===== src/rtl/agdc_timed_if.sv =====
// Sensor/motor bundle between the garage door controller and its surroundings.
// The sensor side (button, limit switches, beam) drives the controller;
// the controller drives the motor commands and status panel.
interface agdc_timed_if;
   logic       Activate;
   logic       UP_Max;
   logic       DN_Max;
   logic       Obstruct;
   logic       UP_M;
   logic       DN_M;
   logic       Fault;
   logic [2:0] State;

   // Environment side: sensors out, motor/status in
   modport master (
      output Activate, UP_Max, DN_Max, Obstruct,
      input  UP_M, DN_M, Fault, State
   );

   // Controller side: sensors in, motor/status out
   modport slave (
      input  Activate, UP_Max, DN_Max, Obstruct,
      output UP_M, DN_M, Fault, State
   );
endinterface


===== src/rtl/agdc_timed.sv =====
// Second-generation garage door controller: motion FSM with travel watchdog,
// obstruction auto-reverse, pause with direction memory, auto-close from the
// fully-open position and a latched fault state.
module agdc_timed #(
   parameter int unsigned TW            = 16,
   parameter int unsigned TIMEOUT_CYC   = 1000,
   parameter int unsigned AUTOCLOSE_CYC = 5000
) (
   input  logic          CLK,
   input  logic          RST,
   agdc_timed_if.slave   bus
);

   typedef enum logic [2:0] {
      S_IDLE  = 3'd0,
      S_MV_UP = 3'd1,
      S_MV_DN = 3'd2,
      S_STOP  = 3'd3,
      S_FAULT = 3'd4
   } state_t;

   localparam logic          AC_EN   = (AUTOCLOSE_CYC != 0);
   localparam logic [TW-1:0] TO_LAST = TW'(TIMEOUT_CYC - 1);
   // With auto-close disabled the compare value is never used.
   localparam logic [TW-1:0] AC_LAST = AC_EN ? TW'(AUTOCLOSE_CYC - 1) : {TW{1'b0}};

   state_t        state_q, state_d;
   logic [TW-1:0] timer_q, timer_d;
   logic          act_q;
   logic          last_dir_q, last_dir_d;   // 0 = last moved up, 1 = last moved down
   logic          up_m_q, dn_m_q, fault_q;

   logic          act_rise_s;
   logic          both_lim_s;
   logic          ac_count_s;
   logic          timeout_s;
   logic [TW-1:0] timer_inc_s;

   assign act_rise_s  = bus.Activate & ~act_q;
   assign both_lim_s  = bus.UP_Max & bus.DN_Max;
   // Auto-close counts only while parked fully open with a clear beam.
   assign ac_count_s  = AC_EN & bus.UP_Max & ~bus.Obstruct;
   assign timeout_s   = (timer_q == TO_LAST);
   assign timer_inc_s = (timer_q == {TW{1'b1}}) ? timer_q : timer_q + {{(TW-1){1'b0}}, 1'b1};

   // Next-state selection; each state's checks are in priority order.
   always_comb begin
      state_d = state_q;
      case (state_q)
         S_IDLE: begin
            if (both_lim_s)                                      state_d = S_FAULT;
            else if (act_rise_s && bus.DN_Max)                   state_d = S_MV_UP;
            else if (act_rise_s && bus.UP_Max)                   state_d = S_MV_DN;
            else if (act_rise_s)                                 state_d = S_MV_UP;
            else if (ac_count_s && (timer_q == AC_LAST))         state_d = S_MV_DN;
            else                                                 state_d = S_IDLE;
         end
         S_MV_UP: begin
            if (both_lim_s)                                      state_d = S_FAULT;
            else if (bus.UP_Max)                                 state_d = S_IDLE;
            else if (timeout_s)                                  state_d = S_FAULT;
            else if (act_rise_s)                                 state_d = S_STOP;
            else                                                 state_d = S_MV_UP;
         end
         S_MV_DN: begin
            if (both_lim_s)                                      state_d = S_FAULT;
            else if (bus.Obstruct)                               state_d = S_MV_UP;
            else if (bus.DN_Max)                                 state_d = S_IDLE;
            else if (timeout_s)                                  state_d = S_FAULT;
            else if (act_rise_s)                                 state_d = S_STOP;
            else                                                 state_d = S_MV_DN;
         end
         S_STOP: begin
            // Resume opposite to the last travel; never close into an obstruction.
            if (act_rise_s && !last_dir_q && !bus.Obstruct)      state_d = S_MV_DN;
            else if (act_rise_s)                                 state_d = S_MV_UP;
            else if (both_lim_s)                                 state_d = S_FAULT;
            else                                                 state_d = S_STOP;
         end
         S_FAULT: state_d = S_FAULT;
         default: state_d = S_FAULT;
      endcase
   end

   // Timer and direction memory next values.
   always_comb begin
      timer_d    = timer_q;
      last_dir_d = last_dir_q;
      if (state_d != state_q) begin
         timer_d = {TW{1'b0}};
      end else if ((state_q == S_MV_UP) || (state_q == S_MV_DN)) begin
         timer_d = timer_inc_s;
      end else if ((state_q == S_IDLE) && ac_count_s) begin
         timer_d = timer_inc_s;
      end else if (state_q == S_IDLE) begin
         timer_d = {TW{1'b0}};
      end else begin
         timer_d = timer_q;
      end

      if ((state_d != state_q) && (state_d == S_MV_UP)) begin
         last_dir_d = 1'b0;
      end else if ((state_d != state_q) && (state_d == S_MV_DN)) begin
         last_dir_d = 1'b1;
      end else begin
         last_dir_d = last_dir_q;
      end
   end

   // State, timer, edge detector and motor/fault outputs, all registered.
   always_ff @(posedge CLK or posedge RST) begin
      if (RST) begin
         state_q    <= S_IDLE;
         timer_q    <= {TW{1'b0}};
         act_q      <= 1'b0;
         last_dir_q <= 1'b0;
         up_m_q     <= 1'b0;
         dn_m_q     <= 1'b0;
         fault_q    <= 1'b0;
      end else begin
         state_q    <= state_d;
         timer_q    <= timer_d;
         act_q      <= bus.Activate;
         last_dir_q <= last_dir_d;
         up_m_q     <= (state_d == S_MV_UP);
         dn_m_q     <= (state_d == S_MV_DN);
         fault_q    <= (state_d == S_FAULT);
      end
   end

   assign bus.State = state_q;
   assign bus.UP_M  = up_m_q;
   assign bus.DN_M  = dn_m_q;
   assign bus.Fault = fault_q;

endmodule

===== src/flat_wrapper.sv =====
// flat-port wrapper written by rule: the top's interface ports become plain ports
module agdc_timed_flat 
#(
   parameter int unsigned TW            = 16,
   parameter int unsigned TIMEOUT_CYC   = 1000,
   parameter int unsigned AUTOCLOSE_CYC = 5000
)
  (CLK, RST, bus_Activate, bus_UP_Max, bus_DN_Max, bus_Obstruct, bus_UP_M, bus_DN_M, bus_Fault, bus_State);
  agdc_timed_if bus_i ();
  input  logic CLK;
  input  logic RST;
  input wire logic [$bits(bus_i.Activate)-1:0] bus_Activate;
  input wire logic [$bits(bus_i.UP_Max)-1:0] bus_UP_Max;
  input wire logic [$bits(bus_i.DN_Max)-1:0] bus_DN_Max;
  input wire logic [$bits(bus_i.Obstruct)-1:0] bus_Obstruct;
  output wire logic [$bits(bus_i.UP_M)-1:0] bus_UP_M;
  output wire logic [$bits(bus_i.DN_M)-1:0] bus_DN_M;
  output wire logic [$bits(bus_i.Fault)-1:0] bus_Fault;
  output wire logic [$bits(bus_i.State)-1:0] bus_State;
  assign bus_i.Activate = bus_Activate;
  assign bus_i.UP_Max = bus_UP_Max;
  assign bus_i.DN_Max = bus_DN_Max;
  assign bus_i.Obstruct = bus_Obstruct;
  assign bus_UP_M = bus_i.UP_M;
  assign bus_DN_M = bus_i.DN_M;
  assign bus_Fault = bus_i.Fault;
  assign bus_State = bus_i.State;
  agdc_timed #(.TW(TW), .TIMEOUT_CYC(TIMEOUT_CYC), .AUTOCLOSE_CYC(AUTOCLOSE_CYC)) u_core (.CLK(CLK), .RST(RST), .bus(bus_i));
endmodule

===== config.mk =====
export PLATFORM = sky130hd
export DESIGN_NAME = agdc_timed_flat
export DESIGN_NICKNAME = d
export VERILOG_FILES = /design/src/rtl/agdc_timed_if.sv /design/src/rtl/agdc_timed.sv /design/src/flat_wrapper.sv
export SDC_FILE = /design/constraint.sdc
export NUM_CORES = 1
export LEC_CHECK = 0
export ABC_AREA = 1
export BUFFER_PORTS_ARGS = -buffer_cell sky130_fd_sc_hd__buf_4
export CAP_MARGIN = 20
export CELL_PAD_IN_SITES_DETAIL_PLACEMENT = 0
export CELL_PAD_IN_SITES_GLOBAL_PLACEMENT = 1
export CORE_AREA = 2 2 86 88
export CTS_CLUSTER_DIAMETER = 200
export CTS_CLUSTER_SIZE = 14
export DETAILED_ROUTE_END_ITERATION = 10
export DIE_AREA = 0 0 88 90
export PLACE_DENSITY = 0.6
export SLEW_MARGIN = 5
export SYNTH_ARGS = -nofsm -noshare
export SYNTH_HDL_FRONTEND = slang
export SYNTH_SLANG_ARGS = --single-unit

===== constraint.sdc =====
create_clock -name CLK -period 4.5 [get_ports CLK]
set_input_delay 0.225 -clock CLK [delete_from_list [all_inputs] [get_ports CLK]]
set_output_delay 0.225 -clock CLK [all_outputs]
set_load 0.02 [all_outputs]

==> flow_summary.toml <==
[sta]
final.setup.worst_slack_ps = 2168
fmax_mhz = 428.8
min_period_ps = 2332
setup_viol = 0
worst_slew_pin_slew_ps = 687.1
fin_hold_ws_ps = -22.43
final-max-slew-violation-count = 0
final.period_utilization_pct = 51.83
grt_setup_unrepaired = "no"
slew_headroom_pct = 54.07
finalHoldViolCount = 9
setup-tns-final_ps = 0
layout_skew_ps = 4.732

[pwr]
power.switching_fraction_pct = 33.31
power_frac_seq_pct = 42.1
worst_ir_drop_vdd_mv = 0.1602
power.combinational.fraction_pct = 23.7
power_frac_clock_pct = 34.2
p_int_w = 0.0003899
p_leak_nw = 0.9478
total_switching_power_w = 0.0001947
design_power_total_w = 0.0005847
power-per-cell-area_mw_per_mm2 = 293.9

[placement]
placedCellCount = 351
port-buffer-count = 11
detailedPlace.worstSlack_ps = 2154
place.detailed.hpwl_um = 3296
gp_congestion = 0.8574

[logic_synthesis]
synthesized_area_per_cell_um2 = 6.976
synthDistinctLibCells = 32
mappedNetlistNets = 252
post_synth_main_area_contributors = "sky130_fd_sc_hd__dfrtp_1 35%, sky130_fd_sc_hd__nand2_1 15%, sky130_fd_sc_hd__nand3_1 7.0%"
post_synth_inst_count = 245
netlist_area_mm2 = 0.001709
register_area_share_after_synthesis_pct = 35.14
ys.warnings.count = 0
yosys_register_bits = 24
synth_top_cell_area_share_pct = 35.14
synth_largest_area_cell = "sky130_fd_sc_hd__dfrtp_1"

[route]
drt_first_pass_iters = 4
drt_first_iter_violations = 89
wl_um = 4407
vias_per_cell = 4.419
vias = 1573
post_drt_wl_per_cell_um = 12.38
route.antenna.remaining_nets = 0
drt_drc_violations_left = 0

[floorplanning]
die_w_um = 88
chipHeight_um = 90
placementRows = 31
floorplan.initialDensity_pct = 24.35
floorplan.die_area_mm2 = 0.007920
core_area_mm2 = 0.007020
boundaryPins = 12

[worst_setup_path]
critical_path_arrival_ps = 2530
crit_path_cell_trace = "inv_1 -> nand3_1 -> nand2_1 -> nor2_2 -> inv_2 -> nand2_1 -> nand2_1 -> nand2_1 -> nand3_4 -> nor3_1"
worst-path-max-fanout = 18
critical-path-top-delay-family = "simple AND/OR/NAND/NOR gates"
critPathBufInv = 2
worst_setup_path_start_kind = "flop"
worst_path_max_delay_cell = "sky130_fd_sc_hd__nor2_2"
worstSetupPathType = "reg2reg"
endpoint_kind = "flop"
timing.critical_path.slowest_cell_delay_ps = 530
critPathRequiredTime_ps = 4700
critical-path-top-cell-by-count = "sky130_fd_sc_hd__nand2_1"

[clocking]
insertion_delay_ps = 270
cts_tree = "done"
clkTransAtPathRegs_ps = 100
cts_max_level = 1
postCtsHoldBufs = 0
postCtsResizedCells = 0
post-cts-setup-buffer-count = 0
numCtsBuffers = 3
cts_root_buffer = "sky130_fd_sc_hd__clkbuf_8"
clkSinkCount = 24
clk_path_buf_depth = 2

[global_route]
first_global_vias = 1584
grt-ovfl-total = 0
grt_util_met3_pct = 2.296
grt_use_met1_pct = 16.78
grt.total_usage_pct = 12.24
top_usage_layer = "met2"
groute.layer.met2.usage_pct = 19.63
antenna_violations_before_repair = 0
global_route_wire_length_before_repair_um = 7741
grt_start_max_net_pins = 25

[layout]
final_common_cell = "sky130_fd_sc_hd__nand2_1"
areaGrowthSynthToFinish_pct = 16.40
layout-drive-gt1-share_pct = 19.07
nNetsFinal = 265
antenna-diode-count = 0
postLayoutCoreUtil_pct = 28.34
layout_common_cells = "67 x sky130_fd_sc_hd__nand2_1, 30 x sky130_fd_sc_hd__inv_1, 25 x sky130_fd_sc_hd__nor2_1"
final_cells = 356

[status]
violations = "negative hold slack"
status = "finished with violations"

[job]
max_cap_viol_count = 0

[min_path]
hold_path.class = "in2async"
-- logic make-up after synthesis --
group | count (synthesis) | share of synthesized area (%)
buf+inv | 37 | 8.711
flops | 24 | 35.14
compound gates | 33 | 13.03
simple gates | 147 | 40.85
fa+ha+maj | 1 | 0.7319
xor+xnor | 3 | 1.538
-- synth_stat cells (all sizes together) --
library cell / number
nor2: 33
o211ai: 2
clkbuf: 1
inv: 33
nand3: 27
a22oi: 1
nand4: 6
ha: 1
nor4: 1
nor3: 5
nand2: 74
buf: 3
dfrtp: 24
xor2: 3
a21oi: 18
a21boi: 1
or2: 1
a31oi: 3
o21ai: 7
a21o: 1
-- worst paths after layout --
path	startpoint	endpoint	slack [ps]	depth (start not counted)
min reg2reg	u_core.timer_q[3]	u_core.timer_q[3]	540	2
max reg2reg	u_core.bus.State[1]	u_core.timer_q[0]	2170	10
max in group asynchronous	RST	u_core.timer_q[5]	4060	3
min	RST	u_core.bus.DN_M	-20	2
min in group CLK	bus_Activate	u_core.act_q	70	1
max	u_core.bus.State[1]	u_core.timer_q[0]	2170	10
-- power groups by stage --
| stage | Clock [W] | Sequential, W | Combinational, W |
|---|---|---|---|
| floorplan | 0 | 0.000254 | 0.0000944 |
| global placement | 0 | 0.000250 | 0.000139 |
| detailed placement | 0 | 0.000250 | 0.000139 |
| CTS | 0.000210 | 0.000246 | 0.000138 |
| global route | 0.000216 | 0.000247 | 0.000157 |
| finish | 0.000200 | 0.000246 | 0.000139 |
-- through the flow --
stage               hold slack (ps)  cell area (µm²)
finish                       -22.43             1989
global route                  11.53             1989
CTS                           53.33             1962
detailed placement            357.7             1891
global placement              351.8             1891
floorplan                     239.6             1709
-- sequential cells by signal (all words and copies together) (netlist names) --
register / cells
u_core.last_dir_q: 1
u_core.bus.State: 3
u_core.bus.UP_M: 1
u_core.act_q: 1
u_core.timer_q: 16
u_core.bus.DN_M: 1
u_core.bus.Fault: 1
-- final cells by class --
cell class / count / area, µm²
clock buffer: 3 / 41.29
timing repair buffer: 12 / 110.1
multi-input combinational: 184 / 959.7
clock inverter: 1 / 30.03
tap: 99 / 123.9
inverter: 33 / 123.9
fill: 793 / 5031
sequential: 24 / 600.6
-- routing by layer --
metal  part of all wire [%]  vias up  routed length [µm]
met5                      0        -                   0
met4                    1.6        0                  69
met3                    3.4        6                 149
met2                     48       28                2099
met1                     47      725                2088
li1                       -      814                   -
(Power assumes the default switching activity.)
